--- config.mk ---
export PLATFORM = sky130hd
export DESIGN_NAME = depacketizer_arbiter
export DESIGN_NICKNAME = d
export VERILOG_FILES = /design/src/rtl/depacketizer_arb_pkg.sv /design/src/rtl/depacketizer_arbiter_rr_priority_select.sv /design/src/rtl/depacketizer_arbiter.sv
export SDC_FILE = /design/constraint.sdc
export NUM_CORES = 1
export LEC_CHECK = 0
export ABC_CLOCK_PERIOD_IN_PS = 1400
export BUFFER_PORTS_ARGS = -buffer_cell sky130_fd_sc_hd__buf_2
export CORE_ASPECT_RATIO = 0.9
export CORE_MARGIN = 2
export CORE_UTILIZATION = 38
export CTS_CLUSTER_DIAMETER = 40
export DETAILED_ROUTE_END_ITERATION = 16
export GPL_TIMING_DRIVEN = 0
export PLACE_DENSITY = 0.83
export SLEW_MARGIN = 0
export SYNTH_ARGS = -nofsm -noshare
export SYNTH_HDL_FRONTEND = slang
export SYNTH_SLANG_ARGS = --single-unit
--- constraint.sdc ---
create_clock -name clk -period 1.4 [get_ports clk]
set_input_delay 0.21 -clock clk [delete_from_list [all_inputs] [get_ports clk]]
set_output_delay 0.21 -clock clk [all_outputs]
set_load 0.02 [all_outputs]
--- src/rtl/depacketizer_arb_pkg.sv ---
// Shared types and helpers for the depacketizer round-robin arbiter.
// Optional burst locking is enabled with DEPACKETIZER_ARB_BURST_LOCK_EN.
package depacketizer_arb_pkg;

  localparam int DEFAULT_VC_ADDRESS_WIDTH = 1;
  localparam int DEFAULT_BURST_MAX        = 4;

  typedef logic [DEFAULT_VC_ADDRESS_WIDTH-1:0] vc_idx_t;

  function automatic int clog2(input int value);
    int result;
    result = 0;
    while ((1 << result) < value) begin
      result = result + 1;
    end
    return result;
  endfunction

  // Counter must hold the value BURST_MAX itself, hence the extra bit.
  localparam int BURST_CNT_WIDTH = clog2(DEFAULT_BURST_MAX) + 1;

  function automatic int wrap_idx(input int base, input int offset, input int num);
    int sum;
    sum = base + offset;
    return (sum >= num) ? (sum - num) : sum;
  endfunction

endpackage

--- src/rtl/depacketizer_arbiter_rr_priority_select.sv ---
// Combinational round-robin selector: rotate requests by ptr, pick the
// lowest set bit, then rotate the index back into absolute VC numbering.
module rr_priority_select
  import depacketizer_arb_pkg::*;
#(
  parameter int NUM_VC           = 2,
  parameter int VC_ADDRESS_WIDTH = 1
) (
  input  logic [NUM_VC-1:0]           req,
  input  logic [VC_ADDRESS_WIDTH-1:0] ptr,
  output logic [VC_ADDRESS_WIDTH-1:0] gnt_idx,
  output logic                        gnt_valid
);

  logic [NUM_VC-1:0]           rot;
  logic [VC_ADDRESS_WIDTH-1:0] offset;

  always_comb begin
    rot = '0;
    for (int k = 0; k < NUM_VC; k++) begin
      rot[k] = req[wrap_idx(int'(ptr), k, NUM_VC)];
    end
  end

  // Descending scan so the lowest rotated position wins.
  always_comb begin
    offset = '0;
    for (int k = NUM_VC - 1; k >= 0; k--) begin
      if (rot[k]) begin
        offset = VC_ADDRESS_WIDTH'(k);
      end
    end
  end

  assign gnt_valid = |rot;
  assign gnt_idx   = VC_ADDRESS_WIDTH'(wrap_idx(int'(ptr), int'(offset), NUM_VC));

endmodule

--- src/rtl/depacketizer_arbiter.sv ---
// Round-robin arbiter feeding one shared depacketizer through a one-entry
// registered stage. Define DEPACKETIZER_ARB_BURST_LOCK_EN for burst locking.
module depacketizer_arbiter
  import depacketizer_arb_pkg::*;
#(
  parameter int NUM_VC           = 2,
  parameter int VC_ADDRESS_WIDTH = DEFAULT_VC_ADDRESS_WIDTH,
  parameter int WIDTH_PKT        = 36,
  parameter int BURST_MAX        = DEFAULT_BURST_MAX
) (
  input  logic                          clk,
  input  logic                          rst,
  input  logic [NUM_VC*WIDTH_PKT-1:0]   data_in,
  input  logic [NUM_VC-1:0]             valid_in,
  output logic [NUM_VC-1:0]             ready_out,
  output logic [WIDTH_PKT-1:0]          data_out,
  output logic [VC_ADDRESS_WIDTH-1:0]   vc_out,
  output logic                          valid_out,
  input  logic                          ready_in
);

  logic [VC_ADDRESS_WIDTH-1:0] ptr;
  logic [VC_ADDRESS_WIDTH-1:0] rr_idx;
  logic                        rr_valid;
  logic [VC_ADDRESS_WIDTH-1:0] gnt_idx;
  logic                        gnt_valid;
  logic [VC_ADDRESS_WIDTH-1:0] next_ptr;
  logic [WIDTH_PKT-1:0]        sel_data;
  logic                        slot_free;
  logic                        take;

  rr_priority_select #(
    .NUM_VC           (NUM_VC),
    .VC_ADDRESS_WIDTH (VC_ADDRESS_WIDTH)
  ) u_select (
    .req       (valid_in),
    .ptr       (ptr),
    .gnt_idx   (rr_idx),
    .gnt_valid (rr_valid)
  );

`ifdef DEPACKETIZER_ARB_BURST_LOCK_EN
  localparam int CNT_W = clog2(BURST_MAX) + 1;

  logic [VC_ADDRESS_WIDTH-1:0] lst;
  logic [CNT_W-1:0]            cnt;
  logic                        lock_hold;

  assign lock_hold = valid_in[lst] && (cnt < CNT_W'(BURST_MAX));
  assign gnt_idx   = lock_hold ? lst : rr_idx;
  assign gnt_valid = lock_hold || rr_valid;

  // Count saturates at BURST_MAX so a lone requester cannot wrap back into a lock.
  always_ff @(posedge clk or posedge rst) begin
    if (rst) begin
      lst <= '0;
      cnt <= '0;
    end else if (take) begin
      if (gnt_idx == lst) begin
        if (cnt != CNT_W'(BURST_MAX)) begin
          cnt <= cnt + CNT_W'(1);
        end
      end else begin
        lst <= gnt_idx;
        cnt <= CNT_W'(1);
      end
    end
  end
`else
  assign gnt_idx   = rr_idx;
  assign gnt_valid = rr_valid;
`endif

  assign slot_free = !valid_out || ready_in;
  assign take      = slot_free && gnt_valid;
  assign next_ptr  = VC_ADDRESS_WIDTH'(wrap_idx(int'(gnt_idx), 1, NUM_VC));

  always_comb begin
    sel_data = '0;
    for (int i = 0; i < NUM_VC; i++) begin
      if (gnt_idx == VC_ADDRESS_WIDTH'(i)) begin
        sel_data = data_in[i*WIDTH_PKT +: WIDTH_PKT];
      end
    end
  end

  always_comb begin
    ready_out = '0;
    for (int i = 0; i < NUM_VC; i++) begin
      ready_out[i] = take && (gnt_idx == VC_ADDRESS_WIDTH'(i)) && !rst;
    end
  end

  // ptr always lands one past the last winner, which is also where round-robin
  // resumes once a burst lock releases.
  always_ff @(posedge clk or posedge rst) begin
    if (rst) begin
      valid_out <= 1'b0;
      data_out  <= '0;
      vc_out    <= '0;
      ptr       <= '0;
    end else if (take) begin
      valid_out <= 1'b1;
      data_out  <= sel_data;
      vc_out    <= gnt_idx;
      ptr       <= next_ptr;
    end else if (ready_in) begin
      valid_out <= 1'b0;
    end
  end

endmodule

==> results of run 1 <==
synthesized netlist by cell type:
cell type	n
buf_6	4
or2_1	1
and2_1	2
a21boi_1	1
clkbuf_1	4
dfrtp_1	39
inv_1	1
buf_2	6
and3_4	2
clkbuf_2	2
nand2b_1	2
nand2b_4	1
a21boi_0	35
nand2_1	2
a221o_1	36
a21o_1	2
logic make-up (layout without fill, tap and decap cells):
family	count (synthesis)	count (layout)	share of synthesized area, %
and+or+nand+nor	10	10	4.17
buffers and inverters	17	153	5.77
DFF	39	39	54.2
AOI/OAI and AO/OA	74	74	35.9
cell type report:
class                           count  area [um2]
Fill cell                         386        1740
Sequential cell                    39         977
Multi-Input combinational cell     84         733
Timing Repair Buffer              127         728
Buffer                             16         144
Tap cell                           62        77.6
Clock buffer                        7        76.3
Clock inverter                      1        30.0
Inverter                            1        7.51
Timing Repair inverter              1        5.00
routing by layer:
layer  vias up  global-route usage (%)
li1        830                       -
met1       830                    24.4
met2        94                    34.4
met3         6                    5.99
met4         0                    6.87
met5         -                       0
stage by stage:
stage	setup WS [ps]	instance area (um2)
after floorplan	34.0	1810
after global placement	-433	2470
after detailed placement	-464	2470
after CTS	-283	2690
after global routing	-322	2780
final	-273	2780
worst max path at each step:
stage | depth (start not counted) | start | slack [ps] | to
after global placement | 4 | rst | -430 | ready_out[0]
after floorplan | 5 | valid_out | 30 | data_out[14]
after global routing | 6 | ptr | -320 | ready_out[1]
final | 6 | ptr | -270 | ready_out[1]
after CTS | 6 | ptr | -280 | ready_out[1]
after detailed placement | 4 | rst | -460 | ready_out[0]
where the power goes:
part	total (uW)	internal [uW]	switching, uW
combinational	1070	509	563
clock	916	534	382
sequential	1400	1310	89.5
total	3390	2350	1030
flip-flops by register name, indices dropped and copies added (netlist names):
register	count
data_out	36
ptr	1
valid_out	1
vc_out	1
timing repair:
| action | in CTS | in global routing |
|---|---|---|
| cloned | 1 | 1 |
| endpoints found under the hold margin | 17 | 0 |
| hold buffers | 2 | 0 |
| pin swaps | 2 | 3 |
| endpoints found under the setup margin | 30 | 57 |
| buffers inserted | 5 | 3 |
| gates resized for setup | 12 | 15 |
critical path, stage by stage (launching register included):
cell,delay [ps]
dfrtp_1,400
nand2b_4,140
and3_4,150
buf_8,110
buf_8,110
and2_4,140
buf_6,120
==> flow_summary.ini, run 1 <==
[outcome]
outcome = finished with violations
violations = setup timing

[sta]
fin_crit_sh_pct = 119
fmax_mhz = 598
setup_tns_ps = -4580
holdWs_ps = 126
hold_viol_final = 0
slew_viol_final = 0
tightest_slew_ps = 982
setup_viol = 28
fin_ws_ps = -273
relSlewSlack_pct = 34.2
finalCriticalPeriod_ps = 1670
rsz0062_at_grt = yes
finalClockSkew_ps = 11.5

[global_route]
gr-total-overflow = 0
grt.total_usage_pct = 20.2
antenna_found_initial = 0
grt_pass1_wl_mm = 8.51
grt_pass1_vias = 1764
grt_start_max_net_pins = 21

[power_and_ir_drop]
p_leak_uw = 0.00141
ir_worst_vdd_uv = 500
p_per_area_nw_per_um2 = 1220
p_total_uw = 3390

[synth]
ys_seq_area_share_pct = 54.2
syn_inst = 140
yosys.area.top_type_share_pct = 54.2
ys_ff_latch = 39
synth_area_leaders = dfrtp_1, a221o_1, a21boi_0
avgSynthCellArea_um2 = 12.9
yosys.area.top_type = dfrtp_1
netlist_area_um2 = 1800
synth_nets = 217
yosysUniqueCellTypes = 16
yosysWarnings = 0

[place]
numPlacedInstances = 318
gp_congestion = 0.759
dp_hpwl_mm = 3.65
portBuffers = 116

[finish]
fin_util_pct = 61.5
final_common_cell = buf_2
final_cell_mix = buf_2, dfrtp_1, a221o_1
drive_gt1_share_pct = 55.4
diodes = 0
instances_no_fill = 338
syn2layout_area_growth_pct = 54.3
final_nets = 352

[worst_setup_path]
path_class = reg2out
cp_data_arrival_time_ps = 1460
cp_max_fo = 3
rr_worst_depth = 7
worstSetupStartpointType = register
worstReg2RegStart = ptr
worstPathRequired_ps = 1190
rrSetupSlack_ps = -250
rr_endpoint = data_out[28]
crit_path_end_kind = output pin

[clock_tree]
clock_path_buffers = 2
worstSkewPairLatency_ps = 290
clk_pin_slew_worst_paths_ps = 80
htreeDepth = 2
cts_sinks = 39
cts_made_buffers = 5
cts_root_buf = clkbuf_8
cts_tree = yes

[floorplanning]
core_um2 = 4520
rows = 23
die_w_um = 76.6
die_area_um2 = 5310
io_pins = 117
start_util_pct = 39.9
die_h_um = 69.3

[detailed_routing]
drt_iter0_markers = 83
post_drt_wl_per_cell_um = 15.8
drt_first_pass_iters = 5
route.detailed.drc = 0
wl_met2_mm = 2.66
vias = 1760
top_layer_used = met4
wl_mm = 5.35
ant_nets = 0
vias_per_cell = 5.21
routed-wl-met3_um = 403
m1WireLength_mm = 2.20

[run]
drv_cap = 0

[min_path]
hp-class = in2async
Power figures use the tool's default switching activity.
==> inputs of run 2 (changes only) <==
--- a/config.mk
+++ b/config.mk
@@ -13,7 +13,7 @@
 export CTS_CLUSTER_DIAMETER = 40
 export DETAILED_ROUTE_END_ITERATION = 16
 export GPL_TIMING_DRIVEN = 0
-export PLACE_DENSITY = 0.83
+export PLACE_DENSITY_LB_ADDON = 0.1
 export SLEW_MARGIN = 0
 export SYNTH_ARGS = -nofsm -noshare
 export SYNTH_HDL_FRONTEND = slang
==> flow_summary.ini, run 2 (synthesized netlist as in run 1, its figures left out) <==
[outcome]
outcome = finished with violations
violations = setup timing

[floorplanning]
die_area_um2 = 5310
core_um2 = 4520
die_w_um = 76.6
die_h_um = 69.3
start_util_pct = 39.9
io_pins = 117
rows = 23

[worst_setup_path]
path_common_cell = buf_8
critPathSlowestCell = dfrtp_1
worstPathRequired_ps = 1190
crit_chain = nand2b_1 -> and3_4 -> buf_8 -> buf_8 -> and2_4 -> buf_6
path_class = reg2out
worstSetupStartpointType = register
cp_max_fo = 3
cp_data_arrival_time_ps = 1450
crit_path_end_kind = output pin
cp_slowest_stage_delay_ps = 400

[power_and_ir_drop]
p_sw_uw = 1020
p_leak_uw = 0.00140
p_int_uw = 2150
p_comb_share_pct = 33.2
p_per_area_nw_per_um2 = 1160
pwr-share-clk_pct = 22.9
swShare_pct = 32.2
ir_worst_vdd_uv = 693
pwr-share-seq_pct = 43.9
p_total_uw = 3170

[finish]
final_common_cell = buf_2
fin_util_pct = 60.5
fillers = 411
regMostFlops = data_out
drive_gt1_share_pct = 56.6
final_cell_mix = buf_2, dfrtp_1, a221o_1
multiInputGateArea_um2 = 726
final_nets = 350
diodes = 0
regArea_um2 = 977
largest_reg_flops = 36
syn2layout_area_growth_pct = 51.8

[place]
gp_congestion = 0.833
dp_hpwl_mm = 3.50
post-place-ws_ps = -453
portBuffers = 116

[clock_tree]
htreeDepth = 2
cts_tree = yes
clk_pin_slew_worst_paths_ps = 80
cts_made_buffers = 5
worstSkewPairLatency_ps = 290
cts_sinks = 39
clock_path_buffers = 2
cts_root_buf = clkbuf_8

[global_route]
grt_start_max_net_pins = 21
grt_pass1_wl_mm = 8.42
antenna_found_initial = 0
use_met3_pct = 5.08
met2_usage_pct = 31.5
grt_pass1_vias = 1762
grt-busiest-layer = met2
gr-total-overflow = 0
gr-usage-met1_pct = 26.6
grt.total_usage_pct = 19.8

[sta]
finalCriticalPeriod_ps = 1660
fmax_mhz = 601
holdWs_ps = 102
rsz0062_at_grt = yes
finalClockSkew_ps = 7.52
relSlewSlack_pct = 36.8
setup_viol = 28
tightest_slew_ps = 942
slew_viol_final = 0
fin_ws_ps = -263
hold_viol_final = 0
fin_crit_sh_pct = 119

[detailed_routing]
post_drt_wl_per_cell_um = 15.2
drt_iter0_markers = 73
vias = 1708
drt_first_pass_iters = 4
vias_per_cell = 5.08
route.detailed.drc = 0
ant_nets = 0
wl_mm = 5.12

[run]
drv_cap = 0

[min_path]
hp-class = in2async
run 2: cell type report:
| type | instances | share of cell area [%] |
|---|---|---|
| inverter | 1 | 0.275 |
| timing repair buffer | 126 | 26.3 |
| timing repair inverter | 1 | 0.183 |
| clock buffer | 5 | 2.52 |
| buffer | 15 | 4.99 |
| clock inverter | 3 | 0.549 |
| sequential | 39 | 35.8 |
| tap | 62 | 2.84 |
| multi-input combinational | 84 | 26.6 |
run 2: metal layers:
metal  vias to the layer above  wire, um
met5                         -         0
met4                         0        72
met3                         9       333
met2                        67      2370
met1                       807      2340
li1                        825         -
run 2: critical path, delay by kind of cell (launching register included):
family / cells / cell delay (ps)
flops: 1 / 400
simple gates: 3 / 430
buf+inv: 3 / 340
run 2: path summary, 6_finish.rpt:
check	start	to	slack [ps]	depth (start not counted)
max reg2reg	ptr	data_out[26]	-210	7
max in group asynchronous	rst	valid_out	400	3
min	rst	data_out[21]	100	2
max	ptr	ready_out[1]	-260	6
min reg2reg	vc_out	vc_out	490	1
min in group clk	data_in[18]	data_out[18]	140	2
run 2: repair_timing:
action | in CTS | in global routing
setup endpoints to repair | 30 | 57
hold endpoints to repair | 19 | 0
setup buffers | 6 | 4
pin swaps | 2 | 3
resized for setup | 12 | 11
gates cloned | 1 | 1
hold buffers | 1 | 0
run 2: power by group through the flow:
stage / logic [uW] / clock network [uW] / registers [uW]
finish: 1050 / 725 / 1390
global route: 1140 / 802 / 1420
CTS: 1030 / 750 / 1390
detailed placement: 984 / 0 / 1410
global placement: 977 / 0 / 1410
floorplan: 375 / 0 / 1640
run 2: metrics by stage:
stage,instances,cell area [um2],setup TNS (ps)
floorplan,140,1810,0
global placement,318,2470,-1650
detailed placement,318,2470,-1830
CTS,333,2650,-2250
global route,336,2730,-5340
finish,336,2730,-4480
==> inputs of run 3 (changes only) <==
--- a/config.mk
+++ b/config.mk
@@ -5,11 +5,12 @@
 export SDC_FILE = /design/constraint.sdc
 export NUM_CORES = 1
 export LEC_CHECK = 0
+export ABC_AREA = 1
 export ABC_CLOCK_PERIOD_IN_PS = 1400
 export BUFFER_PORTS_ARGS = -buffer_cell sky130_fd_sc_hd__buf_2
 export CORE_ASPECT_RATIO = 0.9
 export CORE_MARGIN = 2
-export CORE_UTILIZATION = 38
+export CORE_UTILIZATION = 30
 export CTS_CLUSTER_DIAMETER = 40
 export DETAILED_ROUTE_END_ITERATION = 16
 export GPL_TIMING_DRIVEN = 0
==> flow_summary.ini, run 3 <==
[detailed_routing]
m1WireLength_mm = 2.59
top_layer_used = met4
post_drt_wl_per_cell_um = 9.93
ant_nets = 0
drt_iter0_markers = 61
vias_per_cell = 3.86
drt_first_pass_iters = 5
route.detailed.drc = 0
wl_met2_mm = 2.53
routed-wl-met3_um = 392
vias = 2169
wl_mm = 5.58

[global_route]
grt_start_max_net_pins = 40
antenna_found_initial = 0
grt.total_usage_pct = 14.4
grt_pass1_wl_mm = 9.07
gr-total-overflow = 0
grt_pass1_vias = 2036

[clock_tree]
htreeDepth = 2
cts_root_buf = clkbuf_8
clk_pin_slew_worst_paths_ps = 70
cts_tree = yes
clock_path_buffers = 2
cts_made_buffers = 5
worstSkewPairLatency_ps = 280
holdBufCountCts = 0
cts_sinks = 39

[worst_setup_path]
worstReg2RegStart = valid_out
cp_slowest_stage_delay_ps = 390
critPathCapture = ready_out[1]
cp.depth = 6
cp_max_fo = 4
worstPathRequired_ps = 1190
crit_start = valid_out
rr_endpoint = data_out[13]
cp_data_arrival_time_ps = 1340
worstSetupStartpointType = register
rrSetupSlack_ps = -60
path_class = reg2out
critPathSlowestCell = dfrtp_1
path_common_cell = buf_6
path_delay_family = flip-flops
rr_worst_depth = 10
cp_num_buf_inv = 3
crit_chain = nand2_2 -> nand3_2 -> buf_6 -> buf_8 -> nor2_4 -> buf_6
crit_path_end_kind = output pin

[finish]
diodes = 0
final_cell_mix = buf_2, nor2_1, nand2_1
final_common_cell = buf_2
drive_gt1_share_pct = 36.9
instances_no_fill = 562
final_nets = 547
regMostFlops = data_out
syn2layout_area_growth_pct = 49.6
largest_reg_flops = 36

[outcome]
outcome = finished with violations
violations = setup timing

[floorplanning]
rows = 29
start_util_pct = 30.8
core_um2 = 7000
die_h_um = 84.4
die_w_um = 93.3
die_area_um2 = 7880
io_pins = 117

[synth]
synth_xor_area_share_pct = 0
avgSynthCellArea_um2 = 6.57
synth_adder_area_share_pct = 0
ys_async_sr_fraction_pct = 100
ys_ff_latch = 39
yosysUniqueCellTypes = 11
synthSimpleGateAreaFrac_pct = 36.4
synth-main-ff-cell = dfrtp_1
yosys.area.top_type_share_pct = 45.3
netlist_area_um2 = 2150
synthMuxAreaShare_pct = 0
yosysWarnings = 0
synth_edf_count = 0
synth.most_common_cell = nor2_1
synth_area_leaders = dfrtp_1, nor2_1, nand2_1
synth_nets = 405
ys_seq_area_share_pct = 45.3
synth_top_family_by_area = simple AND/OR/NAND/NOR gates
syn_inst = 328
synth_compound_gate_area_share_pct = 0
yosys.area.top_type = dfrtp_1
synth_common_cells = nor2_1, nand2_1, inv_1

[sta]
hold_viol_final = 0
fin_ws_ps = -151
fmax_mhz = 645
fin_crit_sh_pct = 111
rsz0062_at_grt = yes
relSlewSlack_pct = 46.2
tightest_slew_ps = 806
setup_viol = 20
finalClockSkew_ps = 6.75
finalCriticalPeriod_ps = 1550
slew_viol_final = 0

[place]
portBuffers = 116
gp_congestion = 0.718
numPlacedInstances = 537
dp_hpwl_mm = 4.03

[min_path]
hp-class = in2async

[run]
drv_cap = 0

[power_and_ir_drop]
p_total_uw = 4620
p_per_area_nw_per_um2 = 1430
p_leak_uw = 0.00208
ir_worst_vdd_uv = 604
-- run 3: cell count changes in the layout (fill, tap and decap cells not counted), moves of 10 or more --
cell,change
a21boi_0,-35
a221o_1,-36
buf_4,+10
inv_1,+75
nand2_1,+82
nor2_1,+97
nor2_2,+10
-- run 3: worst register-to-register path: stages (launching register included) --
cell and delay (ps):
dfrtp_1 390, nand2_2 130, buf_4 130, buf_6 80, buf_6 80, buf_6 100, nand2_8 60, buf_4 150
clkbuf_16 140, nand2_1 50, nand2_1 50
-- run 3: layer usage --
layer / vias to the layer above / track usage (%)
met1: 918 / 18.6
met5: - / 0
met2: 63 / 23.7
met3: 5 / 3.86
li1: 1183 / -
met4: 0 / 4.01
-- run 3: power breakdown --
| part | total, uW | internal (uW) | switching, uW |
|---|---|---|---|
| Clock | 684 | 332 | 352 |
| Combinational | 2250 | 940 | 1310 |
| Sequential | 1680 | 1490 | 190 |
| Total | 4620 | 2770 | 1850 |
-- run 3: what timing repair did --
| item | CTS | global route |
|---|---|---|
| buffers inserted | 13 | 10 |
| gates resized for setup | 16 | 19 |
| endpoints found under the setup margin | 2 | 33 |
| gates cloned | 0 | 2 |
| pin swaps | 2 | 6 |
-- run 3: cell type report --
class | count | area [um2]
clock buffer | 6 | 72.6
sequential | 39 | 976
buffer | 10 | 134
timing repair buffer | 137 | 801
fill | 743 | 3780
tap | 93 | 116
multi-input combinational | 200 | 835
inverter | 77 | 289
-- run 3: how the worst min path moves through the flow --
stage	cells past startpoint	from	slack, ps	end
floorplan	1	rst	420	data_out[0]
CTS	2	rst	180	data_out[14]
global placement	2	vc_out	450	vc_out
detailed placement	2	vc_out	450	vc_out
global route	2	rst	210	data_out[15]
finish	2	rst	130	data_out[14]
-- run 3: kinds of logic (layout without fill, tap and decap cells) --
family | Yosys count | count (layout)
buf+inv | 89 | 230
simple gates | 200 | 200
flops | 39 | 39
-- run 3: metrics by stage --
stage               setup TNS (ps)  setup slack, ps  hold slack (ps)  utilization (%)  area (um2)
CTS                           -962             -150              177             43.9        3070
global route                 -2930             -224              208             46.0        3220
floorplan                        0             22.9              415                -        2160
detailed placement           -44.3            -44.3              455             40.8        2860
finish                       -1030             -151              134             46.0        3220
global placement            -13980             -360              455             40.8        2860
